## src/rtl/bus_pkg.sv

```systemverilog
// Shared bus types and region map for the manager-side address router.
package bus_pkg;

  localparam logic [7:0] S0_BASE     = 8'h00;
  localparam logic [7:0] S1_BASE     = 8'h40;
  localparam logic [7:0] REGION_SIZE = 8'h40;

  typedef enum logic {
    RESP_OK  = 1'b0,
    RESP_ERR = 1'b1
  } resp_t;

  typedef enum logic [1:0] {
    IDLE,
    FWD,
    ERR,
    DONE
  } router_state_t;

  typedef enum logic [1:0] {
    SEL_S0   = 2'd0,
    SEL_S1   = 2'd1,
    SEL_NONE = 2'd2
  } sel_t;

endpackage

```

## src/rtl/bus_addr_decode.sv

```systemverilog
// Combinational address decoder: one base/size window per slave, lowest index wins.
module bus_addr_decode #(
  parameter int                      ADDR_W = 8,
  parameter int                      NUM    = 2,
  parameter logic [NUM*ADDR_W-1:0]   BASES  = {8'h40, 8'h00},
  parameter logic [ADDR_W-1:0]       SIZE   = 8'h40
) (
  input  logic [ADDR_W-1:0] addr,
  output logic              hit,
  output bus_pkg::sel_t     sel
);
  import bus_pkg::*;

  logic [NUM-1:0] hit_vec;

  // One extra bit keeps base+size from wrapping, so there is no aliasing at the top of the map.
  for (genvar gi = 0; gi < NUM; gi++) begin : g_region
    localparam logic [ADDR_W:0] LO = {1'b0, BASES[gi*ADDR_W +: ADDR_W]};
    localparam logic [ADDR_W:0] HI = LO + {1'b0, SIZE};
    assign hit_vec[gi] = ({1'b0, addr} >= LO) && ({1'b0, addr} < HI);
  end

  always_comb begin
    hit = |hit_vec;
    sel = SEL_NONE;
    for (int i = NUM - 1; i >= 0; i--) begin
      if (hit_vec[i]) sel = sel_t'(i[1:0]);
    end
  end

endmodule

```

## src/rtl/bus_addr_router.sv

```systemverilog
// Routes one manager request at a time to slave 0/1 by address; unmapped or
// unresponsive targets complete with an error so the manager never stalls.
module bus_addr_router #(
  parameter int                ADDR_W      = 8,
  parameter int                DATA_W      = 32,
  parameter logic [ADDR_W-1:0] S0_BASE     = bus_pkg::S0_BASE,
  parameter logic [ADDR_W-1:0] S1_BASE     = bus_pkg::S1_BASE,
  parameter logic [ADDR_W-1:0] REGION_SIZE = bus_pkg::REGION_SIZE,
  parameter int                TIMEOUT     = 16
) (
  input  logic              clk,
  input  logic              rst_n,
  input  logic              m_valid,
  input  logic              m_wr_en,
  input  logic [ADDR_W-1:0] m_addr,
  input  logic [DATA_W-1:0] m_wdata,
  output logic              m_ready,
  output logic [DATA_W-1:0] m_rdata,
  output logic              m_resp,
  output logic              s0_valid,
  output logic              s0_wr_en,
  output logic [ADDR_W-1:0] s0_addr,
  output logic [DATA_W-1:0] s0_wdata,
  input  logic              s0_ready,
  input  logic [DATA_W-1:0] s0_rdata,
  input  logic              s0_resp,
  output logic              s1_valid,
  output logic              s1_wr_en,
  output logic [ADDR_W-1:0] s1_addr,
  output logic [DATA_W-1:0] s1_wdata,
  input  logic              s1_ready,
  input  logic [DATA_W-1:0] s1_rdata,
  input  logic              s1_resp
);
  import bus_pkg::*;

  localparam int             CNT_W   = (TIMEOUT > 2) ? $clog2(TIMEOUT) : 1;
  localparam logic [CNT_W-1:0] TO_LAST = CNT_W'(TIMEOUT - 1);

  router_state_t state_reg, state_next;
  logic [CNT_W-1:0] cnt_reg, cnt_next;
  sel_t             sel_reg, sel_next;
  logic             wr_reg, wr_next;

  logic [1:0]              s_valid_reg, s_valid_next;
  logic [1:0]              s_wr_en_reg, s_wr_en_next;
  logic [1:0][ADDR_W-1:0]  s_addr_reg, s_addr_next;
  logic [1:0][DATA_W-1:0]  s_wdata_reg, s_wdata_next;

  logic              m_ready_reg, m_ready_next;
  logic [DATA_W-1:0] m_rdata_reg, m_rdata_next;
  logic              m_resp_reg, m_resp_next;

  logic              dec_hit;
  sel_t              dec_sel;
  logic              dec_idx;
  logic              slave_ready;
  logic [DATA_W-1:0] slave_rdata;
  logic              slave_resp;

  bus_addr_decode #(
    .ADDR_W (ADDR_W),
    .NUM    (2),
    .BASES  ({S1_BASE, S0_BASE}),
    .SIZE   (REGION_SIZE)
  ) u_decode (
    .addr (m_addr),
    .hit  (dec_hit),
    .sel  (dec_sel)
  );

  assign dec_idx     = (dec_sel == SEL_S1);
  assign slave_ready = (sel_reg == SEL_S1) ? s1_ready : s0_ready;
  assign slave_rdata = (sel_reg == SEL_S1) ? s1_rdata : s0_rdata;
  assign slave_resp  = (sel_reg == SEL_S1) ? s1_resp  : s0_resp;

  always_ff @(posedge clk or negedge rst_n) begin
    if (!rst_n) begin
      state_reg   <= IDLE;
      cnt_reg     <= '0;
      sel_reg     <= SEL_NONE;
      wr_reg      <= 1'b0;
      s_valid_reg <= '0;
      s_wr_en_reg <= '0;
      s_addr_reg  <= '0;
      s_wdata_reg <= '0;
      m_ready_reg <= 1'b0;
      m_rdata_reg <= '0;
      m_resp_reg  <= 1'b0;
    end else begin
      state_reg   <= state_next;
      cnt_reg     <= cnt_next;
      sel_reg     <= sel_next;
      wr_reg      <= wr_next;
      s_valid_reg <= s_valid_next;
      s_wr_en_reg <= s_wr_en_next;
      s_addr_reg  <= s_addr_next;
      s_wdata_reg <= s_wdata_next;
      m_ready_reg <= m_ready_next;
      m_rdata_reg <= m_rdata_next;
      m_resp_reg  <= m_resp_next;
    end
  end

  always_comb begin
    state_next   = state_reg;
    cnt_next     = cnt_reg;
    sel_next     = sel_reg;
    wr_next      = wr_reg;
    s_valid_next = s_valid_reg;
    s_wr_en_next = s_wr_en_reg;
    s_addr_next  = s_addr_reg;
    s_wdata_next = s_wdata_reg;
    m_ready_next = 1'b0;
    m_rdata_next = m_rdata_reg;
    m_resp_next  = m_resp_reg;

    case (state_reg)
      IDLE: begin
        if (m_valid) begin
          wr_next  = m_wr_en;
          cnt_next = '0;
          if (dec_hit) begin
            sel_next              = dec_sel;
            s_valid_next[dec_idx] = 1'b1;
            s_wr_en_next[dec_idx] = m_wr_en;
            s_addr_next[dec_idx]  = m_addr;
            s_wdata_next[dec_idx] = m_wdata;
            state_next            = FWD;
          end else begin
            sel_next   = SEL_NONE;
            state_next = ERR;
          end
        end
      end
      FWD: begin
        cnt_next = cnt_reg + 1'b1;
        // Ready is checked first so a response on the timeout edge is still honoured.
        if (slave_ready) begin
          s_valid_next = '0;
          m_rdata_next = wr_reg ? '0 : slave_rdata;
          m_resp_next  = slave_resp;
          m_ready_next = 1'b1;
          state_next   = DONE;
        end else if (cnt_reg == TO_LAST) begin
          s_valid_next = '0;
          m_rdata_next = '0;
          m_resp_next  = RESP_ERR;
          m_ready_next = 1'b1;
          state_next   = DONE;
        end
      end
      ERR: begin
        m_rdata_next = '0;
        m_resp_next  = RESP_ERR;
        m_ready_next = 1'b1;
        state_next   = DONE;
      end
      DONE: begin
        cnt_next   = '0;
        state_next = IDLE;
      end
      default: state_next = IDLE;
    endcase
  end

  assign m_ready  = m_ready_reg;
  assign m_rdata  = m_rdata_reg;
  assign m_resp   = m_resp_reg;
  assign s0_valid = s_valid_reg[0];
  assign s0_wr_en = s_wr_en_reg[0];
  assign s0_addr  = s_addr_reg[0];
  assign s0_wdata = s_wdata_reg[0];
  assign s1_valid = s_valid_reg[1];
  assign s1_wr_en = s_wr_en_reg[1];
  assign s1_addr  = s_addr_reg[1];
  assign s1_wdata = s_wdata_reg[1];

endmodule

```

## config.mk

```make
export PLATFORM = sky130hd
export DESIGN_NAME = bus_addr_router
export DESIGN_NICKNAME = d
export VERILOG_FILES = /design/src/rtl/bus_pkg.sv /design/src/rtl/bus_addr_decode.sv /design/src/rtl/bus_addr_router.sv
export SDC_FILE = /design/constraint.sdc
export NUM_CORES = 1
export LEC_CHECK = 0
export BUFFER_PORTS_ARGS = -buffer_cell sky130_fd_sc_hd__buf_4
export CORE_MARGIN = 2
export CORE_UTILIZATION = 51
export DETAILED_ROUTE_END_ITERATION = 10
export PLACE_DENSITY = 0.95
export REMOVE_ABC_BUFFERS = 1
export SYNTH_ARGS = -nofsm -noshare
export SYNTH_HDL_FRONTEND = slang
export SYNTH_SLANG_ARGS = --single-unit
```

## constraint.sdc

```tcl
create_clock -name clk -period 5.2 [get_ports clk]
set_input_delay 1.04 -clock clk [delete_from_list [all_inputs] [get_ports clk]]
set_output_delay 1.04 -clock clk [all_outputs]
set_load 0.05 [all_outputs]
```

# == After elaboration in Yosys (flattened, before gate mapping) ==
# Cells that the tools add are included.
# totals
in_bits,112
out_inout_bits,118
register_bits,127
# op_classes
muxes,37
eq_ne,9
reduce_logical,13
bitwise_logic,1
magnitude_cmp,5
add_sub_neg,1
# op_table
operator,n
$mux 32,5
$bwmux 64,1
$pmux 32 s2,1
$demux 32 s1,1
$mux 2,11
$bwmux 16,1
$pmux 4 s3,1
$demux 8 s1,1
$ge 8x7->1 const B,1
$lt 8x7->1 const B,1
$lt 8x8->1 const B,1
$mux 8,1
$pmux 2 s4,1
$reduce_and 2->1,4
$mux 1,7
$eq 2x1->1 const B,3
$add 4x1->4 const B,1
$eq 2x2->1 const B,2
$eq 4x4->1 const B,1
$mux 4,1
$ne 2x2->1 const B,2
$pmux 1 s2,2
$pmux 2 s2,1
$reduce_and 4->1,1
12 further kinds,14

# == Depth between registers and ports, before layout ==
# Gate-level depths: netlist of the first run.
# logic_depth
ltp_word,13
mapped_depth,7

# == By module ==
# Synthesis of the first run repeated with hierarchy kept, for this count alone.
# hier_totals
hier_cells,365
hier_area_um2,5435.2
# modules_own_cells
module,cells_each,area_per_inst_um2,n_inst
bus_addr_router,362,5421.4,1
bus_addr_decode,3,13.8,1

# == Least setup slack after synthesis of the first run ==
# Ideal clock, no wire load.
# synth_timing
path_type,in2reg
from,input m_valid
to,"register s_wdata_reg, in the netlist s0_wdata[10]"
setup_ns,0.125
path_buffers,1
path_stages,4
path_slack_ns,3.138
required_ns,5.075
t_arrival_ns,1.937
cell_sequence,nand2_1 nor3_2 buf_2 mux2_2
# synth_via
elab_chain_cells,1
# synth_rtl
item,line_no,source
from (decl),bus_addr_router.sv:13,"input logic m_valid,"
$reduce_and 3->1 (no source line),-,
to (signal assigned),bus_addr_router.sv:98,s_wdata_reg <= s_wdata_next;
to (decl),bus_addr_router.sv:48,"logic [1:0][DATA_W-1:0] s_wdata_reg, s_wdata_next;"
# No other way between the ends.
# A chain may end at the register's enable or synchronous reset.

# == Final worst setup path of the first run ==
# layout_timing
from,register sel_reg[0]
to,"register m_rdata_reg[27], in the netlist m_rdata[27]"
# layout_via
elab_chain_cells,5
word_cells_on_any_way,8
cone_classes,2 x eq/ne; 5 x mux; 1 x reduce/logical
# layout_rtl
item,line_no,source
from (decl),bus_addr_router.sv:42,"sel_t sel_reg, sel_next;"
from (signal assigned),bus_addr_router.sv:93,sel_reg <= sel_next;
$eq 2x1->1 (*),"bus_addr_router.sv:73, bus_addr_router.sv:74",
$mux 32,bus_addr_router.sv:74,assign slave_rdata = (sel_reg == SEL_S1) ? s1_rdata : s0_rdata;
$mux 32,bus_addr_router.sv:141,m_rdata_next = wr_reg ? '0 : slave_rdata;
$mux 32,bus_addr_router.sv:139,if (slave_ready) begin
$pmux 32 s2,bus_addr_router.sv:118,case (state_reg)
to (signal assigned),bus_addr_router.sv:100,m_rdata_reg <= m_rdata_next;
to (decl),bus_addr_router.sv:51,"logic [DATA_W-1:0] m_rdata_reg, m_rdata_next;"
# Mark *: on every way between the ends. The rest lies on a longest branch, timed or not.

==> metrics.md, run 1 <==
| Metric | Value |
|---|---|
| Status | `completed` |
| #FFs+latches synth | `127` |
| Final hold viol count | `0` |
| Maximum number of pins on one net before global-route repair | `73` |
| Post-synth EDFFs | `0` |
| CTS H-tree depth | `4` |
| Pre-CTS setup slack | `2.47 ns` |
| Setup crit start kind | `flop` |
| CP max FO | `35` |
| Buf/Inv on CP | `1` |
| I/O Pins | `230` |
| Num rows | `36` |
| Synth Flop Type | `dfrtp_1` |
| Antenna Violating Nets Remaining | `0` |
| CP Capture Type | `flop` |
| Reg power frac | `28.5%` |
| Die Height | `105 µm` |
| CTS tree | `yes` |
| Crit-path slowest cell | `nand3_1` |
| CP Cell Sequence | `nor2b_4, buf_4, mux2_4, nand3_1, o2bb2ai_1` |
| Worst setup margin | `2.50 ns` |
| Sequential fraction of the synthesis area | `60.8%` |
| Hold Path Class | `reg -> reg` |
| Worst skew pair latency | `0.51 ns` |
| Buffer count from post-CTS setup fixing | `0` |
| Initial Util | `53.0%` |
| Cell Int Power | `3210 µW` |
| Gate power share | `53.2%` |
| Yosys top cell area share | `60.3%` |
| Global route total overflow | `0` |
| Clock root cell | `clkbuf_8` |
| Static leakage | `0.00370 µW` |
| Pre-antenna DRT Iters | `4` |
| Post-cts sizing count | `0` |
| Async set or reset register ratio after synthesis | `100%` |
| Ys Warns | `0` |
| Clk buf depth | `2` |
| Final period utilization | `52.0%` |
| Synth Area per Inst | `14.7 µm²` |
| Achievable Freq | `0.370 GHz` |
| Total global-route track usage | `25.6%` |
| Via count | `3,905` |
| Switching Fraction | `47.4%` |
| RSZ-0062 raised after global routing | `no` |
| Worst-Margin Slew | `1.19 ns` |
| Ant diodes | `0` |
| Setup TNS | `0 ns` |
| Nets | `704` |
| Peak VDD IR | `0.691 mV` |
| Global-route wire length before repair | `22.1 mm` |
| Skew final | `0.00625 ns` |
| Initial antenna violation count | `0` |
| Synthesized area | `5230 µm²` |
| Top cells by area, synth | `dfrtp_1 (60%), mux2_2 (17%), mux2i_1 (6.7%)` |
| Post-layout util | `77.0%` |
| Vias/cell | `5.33` |
| Die ar. | `11,100 µm²` |
| Vias in the first global route | `4,331` |
| Clock sink count | `127` |
| Max-cap violations | `0` |
| Chip Width | `105 µm` |
| DR iter-0 viols | `154` |
| Worst path max stage delay | `0.82 ns` |
| Layout area overhead | `45.4%` |
| Layout cells sized above 1 | `57.4%` |
| Final setup fails | `0` |
| Power share of the clock group | `18.3%` |
| Core box area | `9860 µm²` |
| DRC violations left | `0` |
| IO buf count | `229` |
| Num CTS Buffers | `17` |
| WL per Instance | `18.9 µm` |
| Final Max Tran Viols | `0` |
| Area leader, netlist | `dfrtp_1` |
| Cell family with most CP delay | `simple AND/OR/NAND/NOR gates` |
| Detail Placement HPWL | `10.1 mm` |
| Reg clk slew, reported paths | `0.06 ns` |
| Placer Congestion | `0.812` |
| Distinct cells, synth | `32` |
| Arrival time worst endpoint | `3.10 ns` |
| Setup CP Type | `reg -> reg` |
| Cells after synthesis | `355` |
| Max-slew headroom | `20.8%` |
| Post-detailed-routing wire length | `13.9 mm` |
| Power Density | `804 nW/µm²` |
| Req. time, crit path | `5.60 ns` |
| Minimum clock period | `2.70 ns` |
| CTS Hold Buffers Added | `0` |
| Net load switching power | `2890 µW` |
## cells in the final DEF (no fill, tap or decap), drive strengths merged
cell type	instances
nand3b	1
nand3	4
a21oi	2
mux2i	35
nand2	11
inv	5
clkbuf	22
o21ai	6
nor2b	4
ha	5
nand2b	3
and2	1
nor3	1
and3	1
nor2	5
dfstp	1
or3	1
bufinv	2
dfrtp	126
o22ai	1
clkinv	2
o311ai	1
nor4	1
o21bai	1
a21boi	1
o31ai	1
a22o	4
or2	1
o2bb2ai	32
buf	232
mux2	81
clkinvlp	5
## logic make-up after synthesis
kind of cell | synth area share, %
buffers and inverters | 2.63
AND/OR/NAND/NOR | 3.31
flip-flops | 60.8
multiplexers | 24.2
adder cells (fa/ha/maj) | 1.20
AO/OA/AOI/OAI | 7.78
## stage by stage
step | hold WS, ns | total power (µW) | cells | cell area [µm²]
after floorplan | 0.439 | 3920 | 336 | 5110
after global placement | 0.453 | 4880 | 701 | 7030
after detailed placement | 0.475 | 5000 | 701 | 7030
after CTS | 0.493 | 6140 | 732 | 7590
after global routing | 0.501 | 6340 | 732 | 7590
final | 0.490 | 6100 | 732 | 7590
## path summary, 6_finish.rpt
path / startpoint / to / slack, ns / depth (start not counted)
max in group asynchronous: rst_n / s1_wdata[15]$_DFFE_PN0P_ / 3.28 / 2
max reg2reg: sel_reg[0]$_DFFE_PN0P_ / m_rdata[27]$_DFFE_PN0P_ / 2.50 / 5
min: m_rdata[9]$_DFFE_PN0P_ / m_rdata[9]$_DFFE_PN0P_ / 0.49 / 1
max: sel_reg[0]$_DFFE_PN0P_ / m_rdata[27]$_DFFE_PN0P_ / 2.50 / 5
min in group asynchronous: rst_n / s0_addr[2]$_DFFE_PN0P_ / 0.66 / 1
min reg2reg: m_rdata[9]$_DFFE_PN0P_ / m_rdata[9]$_DFFE_PN0P_ / 0.49 / 1
## final cells by class
| class | count | area, µm² |
|---|---|---|
| sequential | 127 | 3180 |
| clock inverter | 9 | 111 |
| multi-input combinational | 204 | 1920 |
| tap | 133 | 166 |
| inverter | 5 | 18.8 |
| clock buffer | 22 | 453 |
| timing repair buffer | 232 | 1740 |
| fill | 572 | 2270 |
## synth_stat cells (2+ instances only)
cell type / number
dfrtp_1: 126
mux2_2: 77
o21ai_0: 6
nor2b_1: 4
mux2_1: 3
a22o_1: 4
nand2b_1: 3
nand3_1: 4
mux2i_1: 35
buf_6: 4
ha_1: 5
buf_2: 14
nor2_1: 5
a21oi_1: 2
o2bb2ai_1: 32
nand2_1: 11
inv_1: 5
## per-layer routing
| metal | vias to the layer above | part of all wire (%) | global-route usage [%] |
|---|---|---|---|
| met5 | - | 0 | 0 |
| li1 | 1759 | - | - |
| met2 | 191 | 50 | 43.5 |
| met3 | 22 | 9.4 | 10.1 |
| met4 | 0 | 2.1 | 9.62 |
| met1 | 1933 | 38 | 28.9 |
## power by group through the flow
stage          logic [µW]  clock network, µW  registers (µW)
2_1_floorplan         693                  0            3230
3_3_place_gp         3180                  0            1710
3_5_place_dp         3250                  0            1740
4_1_cts              3260               1130            1740
5_1_grt              3380               1180            1790
6_report             3250               1120            1740
Note: power is estimated with default switching activity, not from simulation.
==> run 2: changes to the inputs <==
CORE_UTILIZATION = 47   (was 51)
PLACE_DENSITY = 0.9   (was 0.95)
clock period = 2.5 ns   (was 5.2 ns; I/O delays follow)
==> run 2 against run 1 <==
  * Routed wire length fell by 3.1%
  * Sequential power rose by 110%
  * First-iteration DRC count rose by 34%
  * Register-to-register slack got worse by 2.0 ns
  * Setup slack got worse by 2.0 ns
  * Critical endpoint is now s0_wdata[24]$_DFFE_PN0P_
  * Highest routed layer unchanged
==> metrics.md, run 2 (synthesized netlist as in run 1, its figures left out) <==
| Metric | Value |
|---|---|
| Finished Layout Cells | `748` |
| RSZ-0062 raised after global routing | `no` |
| Peak VDD IR | `0.966 mV` |
| Clock root cell | `clkbuf_8` |
| Placer Congestion | `0.746` |
| CP Cell Sequence | `inv_1, ha_1, nand2_1, nor3_4, buf_4, mux2_2` |
| Final-layout fill cell count | `756` |
| Global-route wire length before repair | `20.5 mm` |
| Hold wc startpoint | `m_addr[2]` |
| Buffer count from post-CTS setup fixing | `0` |
| Final Max Tran Viols | `0` |
| Worst reg2reg path depth | `6` |
| Status | `completed` |
| Vias in the first global route | `4,095` |
| Ant diodes | `0` |
| Via count | `3,902` |
| DR iter-0 viols | `206` |
| Chip Width | `109 µm` |
| Flop2flop setup slack | `0.50 ns` |
| Core box area | `10,800 µm²` |
| Hold Path Class | `in -> reg` |
| Static leakage | `0.00377 µW` |
| Global route total overflow | `0` |
| Nets | `712` |
| Dpl cells | `715` |
| CTS H-tree depth | `4` |
| Total global-route track usage | `22.6%` |
| Final period utilization | `80.2%` |
| Die Height | `109 µm` |
| Arrival time worst endpoint | `2.40 ns` |
| CP max FO | `27` |
| Reg area | `3180 µm²` |
| DRC violations left | `0` |
| Post-cts sizing count | `0` |
| CP Capture Type | `flop` |
| Crit Reg-Reg Startpoint | `state_reg[0]$_DFFE_PN0P_` |
| Setup CP Type | `reg -> reg` |
| Minimum clock period | `2.00 ns` |
| Max-cap violations | `0` |
| Clock sink count | `127` |
| IO buf count | `229` |
| Achievable Freq | `0.499 GHz` |
| Die ar. | `12,000 µm²` |
| Maximum number of pins on one net before global-route repair | `46` |
| Initial antenna violation count | `0` |
| WL per Instance | `18.0 µm` |
| Setup TNS | `0 ns` |
| I/O Pins | `230` |
| Worst r2r dst | `s0_wdata[24]$_DFFE_PN0P_` |
| Worst setup path startpoint | `state_reg[0]$_DFFE_PN0P_` |
| Critical Path Sink | `s0_wdata[24]$_DFFE_PN0P_` |
| Antenna Violating Nets Remaining | `0` |
| Clk buf depth | `2` |
| Num CTS Buffers | `17` |
| Skew final | `0.00386 ns` |
| Max-slew headroom | `59.5%` |
| Worst-Margin Slew | `0.607 ns` |
| Worst skew pair latency | `0.51 ns` |
| Final setup fails | `0` |
| Worst path max stage delay | `0.39 ns` |
| Layout area overhead | `47.3%` |
| Area occupied by multi-input gates | `1920 µm²` |
| Reg clk slew, reported paths | `0.05 ns` |
| Vias/cell | `5.22` |
| Pre-CTS setup slack | `0.529 ns` |
| Detail Placement HPWL | `9.82 mm` |
| Setup crit start kind | `flop` |
| Layout cells sized above 1 | `57.6%` |
| Crit-path slowest cell | `mux2_2` |
| Initial Util | `48.2%` |
| Power Density | `1650 nW/µm²` |
| Commonest non-fill, non-tap cell in the layout | `buf_4` |
| Pre-antenna DRT Iters | `4` |
| Commonest non-fill, non-tap cells in the layout | `buf_4 (237), dfrtp_1 (126), mux2_2 (77)` |
| Req. time, crit path | `2.89 ns` |
| Num rows | `38` |
| Worst setup margin | `0.496 ns` |
| Final hold viol count | `0` |
| Post-detailed-routing wire length | `13.4 mm` |
| CTS tree | `yes` |
run 2: cell count changes in the layout (fill, tap and decap cells not counted), sizes merged:
cell and delta:
clkinvlp -5, clkbuf +4, clkinv +2, buf +7, dlygate4sd3 +1
run 2: timing repair:
action / 4_1_cts / 5_1_grt
endpoints found under the hold margin: 2 / 0
hold buffers: 1 / 0
setup endpoints to repair: 0 / 0
run 2: critical path, delay by kind of cell (launching register included):
family        cells  cell delay (ns)
buf+inv           2             0.49
mux               1             0.39
flops             1             0.38
simple gates      2             0.36
fa+ha+maj         1             0.25
run 2: how the worst min path moves through the flow:
stage,end,slack [ns],cells past startpoint
floorplan,cnt_reg[0]$_DFFE_PN0P_,0.20,0
detailed placement,s1_addr[6]$_DFFE_PN0P_,0.45,1
global route,s1_wdata[8]$_DFFE_PN0P_,0.21,2
finish,s0_addr[2]$_DFFE_PN0P_,0.23,2
global placement,s1_addr[6]$_DFFE_PN0P_,0.46,1
CTS,s0_addr[1]$_DFFE_PN0P_,0.21,2
run 2: through the flow:
stage / hold slack [ns] / total power, µW / utilization, % / instance area [µm²]
finish: 0.225 / 12700 / 71.0 / 7690
global route: 0.213 / 13200 / 71.0 / 7690
CTS: 0.207 / 12800 / 71.0 / 7690
detailed placement: 0.455 / 10400 / 65.7 / 7120
global placement: 0.456 / 10200 / 65.7 / 7120
floorplan: 0.204 / 8160 / - / 5110
run 2: final cells by class:
class	count	area share, %
clock inverters	6	1.04
inverters	5	0.244
well taps	140	2.28
multi-input cells	204	25.0
clock buffers	26	6.34
repair buffers	240	23.8
flip-flops and latches	127	41.3
run 2: routing by layer:
metal | share of wire, % | global-route usage (%) | vias to the layer above
met5 | 0 | 0 | -
met4 | 2.3 | 9.76 | 0
met3 | 8.4 | 7.11 | 25
met2 | 51 | 39.2 | 164
met1 | 38 | 25.8 | 1936
li1 | - | - | 1777
run 2: power breakdown:
group / internal (µW) / switching, µW / total (µW)
registers: 3030 / 570 / 3600
logic: 2220 / 4540 / 6760
clock network: 1520 / 829 / 2350
==> run 3: changes to the inputs <==
CORE_UTILIZATION = 43   (was 47)
PLACE_DENSITY = 0.88   (was 0.9)
clock period = 1.65 ns   (was 2.5 ns; I/O delays follow)
==> run 3 against run 2 <==
  * The run now ends with negative setup slack left
  * Sequential power rose by 53%
  * Routed wire length rose by 5.6%
  * Clock power rose by 66%
  * Utilization fell by 2.0 points
  * First-iteration DRC count fell by 19%
  * Combinational power rose by 64%
  * Total power rose by 62%
  * Critical path type unchanged
  * Highest routed layer unchanged
==> metrics.md, run 3 (synthesized netlist as in run 1, its figures left out) <==
| Metric | Value |
|---|---|
| Global-route wire length before repair | `20.7 mm` |
| Final period utilization | `103%` |
| RSZ-0062 raised after global routing | `yes` |
| Post-detailed-routing wire length | `14.2 mm` |
| Clk buf depth | `2` |
| Pre-antenna DRT Iters | `4` |
| Global route total overflow | `0` |
| Die Height | `114 µm` |
| CTS tree | `yes` |
| Crit Reg-Reg Startpoint | `state_reg[0]$_DFFE_PN0P_` |
| Hold Path Class | `in -> reg` |
| I/O Pins | `230` |
| CP Capture Type | `flop` |
| Placer Congestion | `0.732` |
| Die ar. | `13,000 µm²` |
| Skew final | `0.00858 ns` |
| Initial Util | `43.9%` |
| DRC violations left | `0` |
| Finished Layout Cells | `769` |
| Commonest non-fill, non-tap cell in the layout | `buf_4` |
| Violated checks | `negative setup slack` |
| Chip Width | `114 µm` |
| Area occupied by multi-input gates | `2130 µm²` |
| Tot Pwr | `20,500 µW` |
| CP max FO | `8` |
| Max-slew headroom | `77.2%` |
| Commonest non-fill, non-tap cells in the layout | `buf_4 (239), dfrtp_1 (126), mux2_2 (57)` |
| Antenna Violating Nets Remaining | `0` |
| Final-layout fill cell count | `811` |
| Maximum number of pins on one net before global-route repair | `65` |
| Num CTS Buffers | `17` |
| Minimum clock period | `1.70 ns` |
| IO buf count | `229` |
| Setup CP Type | `reg -> reg` |
| CP Cell Sequence | `inv_2, ha_4, nand2_4, nor3_4, buf_6, buf_12, mux2_2` |
| Hold slack final | `0.155 ns` |
| Buf/Inv on CP | `3` |
| Worst setup margin | `-0.0510 ns` |
| CTS H-tree depth | `4` |
| Power Density | `2500 nW/µm²` |
| Crit-path slowest cell | `dfrtp_1` |
| Num rows | `40` |
| Req. time, crit path | `1.94 ns` |
| Core box area | `11,900 µm²` |
| Detail Placement HPWL | `9.70 mm` |
| Via count | `3,945` |
| Final hold viol count | `0` |
| Setup crit start kind | `flop` |
| Reg clk slew, reported paths | `0.06 ns` |
| Clock root cell | `clkbuf_16` |
| Worst skew pair latency | `0.42 ns` |
| Worst path max stage delay | `0.40 ns` |
| Final setup fails | `38` |
| Layout cells sized above 1 | `62.1%` |
| Initial antenna violation count | `0` |
| Vias in the first global route | `4,257` |
| Max-cap violations | `0` |
| Final Max Tran Viols | `0` |
| Achievable Freq | `0.588 GHz` |
| Hold wc startpoint | `m_wdata[31]` |
| Peak VDD IR | `1.72 mV` |
| Vias/cell | `5.13` |
| Status | `complete, but fails checks` |
| Dpl cells | `728` |
| DR iter-0 viols | `167` |
| Total global-route track usage | `20.7%` |
| Reg area | `3180 µm²` |
| Ant diodes | `0` |
| Clock sink count | `127` |
| WL per Instance | `18.5 µm` |
| Layout area overhead | `57.2%` |
| Cell family with most CP delay | `buffers and inverters` |
| Worst setup path startpoint | `state_reg[0]$_DFFE_PN0P_` |
| Static leakage | `0.00399 µW` |
| Nets | `726` |
| Worst-Margin Slew | `0.343 ns` |
| Arrival time worst endpoint | `2.00 ns` |
[run 3: changes by cell type in the layout (fill, tap and decap cells not counted), moves of 4 or more]
cell and delta:
ha_1 -4, clkbuf_16 +4, o2bb2ai_1 -10, mux2_4 +22, mux2_2 -20, o2bb2ai_2 +10
buf_12 +5
[run 3: routing by layer]
layer  vias to the layer above  share of wire [%]  track usage, %
li1                       1798                  -               -
met3                        18                7.3            7.15
met5                         -                  0               0
met1                      1959                 38            22.6
met4                         0                1.4            8.86
met2                       170                 54            36.5
[run 3: layout make-up]
type,instances,share of cell area [%]
multi-input cells,204,25.9
inverters,5,0.228
well taps,147,2.24
flip-flops and latches,127,38.7
clock inverters,4,1.16
clock buffers,28,6.53
repair buffers,254,25.2
[run 3: worst register-to-register path, delay by kind of cell, from the launching register on]
family                     cells  cell delay [ns]
buffers and inverters          3             0.43
DFF                            1             0.40
muxes                          1             0.35
and+or+nand+nor                2             0.26
adders and majority gates      1             0.14
[run 3: repair_timing]
item	CTS	global route
hold endpoints to repair	126	0
pin swaps	0	2
cloned	0	5
resized for setup	5	47
buffers inserted	0	3
setup endpoints to repair	44	75
hold buffers	1	0
[run 3: final timing paths]
check | to | cells past startpoint | slack (ns)
worst max-delay path | s0_wdata[28]$_DFFE_PN0P_ | 7 | -0.05
worst min-delay path | s1_wdata[31]$_DFFE_PN0P_ | 2 | 0.15
worst max register to register | s0_wdata[28]$_DFFE_PN0P_ | 7 | -0.05
worst min register to register | s1_addr[6]$_DFFE_PN0P_ | 1 | 0.48
max in group asynchronous | sel_reg[1]$_DFFE_PN1P_ | 3 | 0.85
min in group asynchronous | m_rdata[4]$_DFFE_PN0P_ | 3 | 0.49
[run 3: per-stage QoR]
stage               setup TNS (ns)  setup WS (ns)  instance area [µm²]  utilization (%)
floorplan                  -160.95          -2.31                 5110                -
detailed placement          -0.249        -0.0209                 7230             60.7
global route                 -3.06        -0.0939                 8210             69.0
finish                       -1.14        -0.0510                 8210             69.0
CTS                       -0.00641       -0.00363                 7880             66.2
global placement                 0         0.0422                 7230             60.7
[run 3: where the power goes]
part	leakage [µW]	total (µW)	internal, µW	switching, µW
clock	0.000311	3910	2660	1260
combinational	0.00207	11100	3990	7150
sequential	0.00161	5490	4590	899
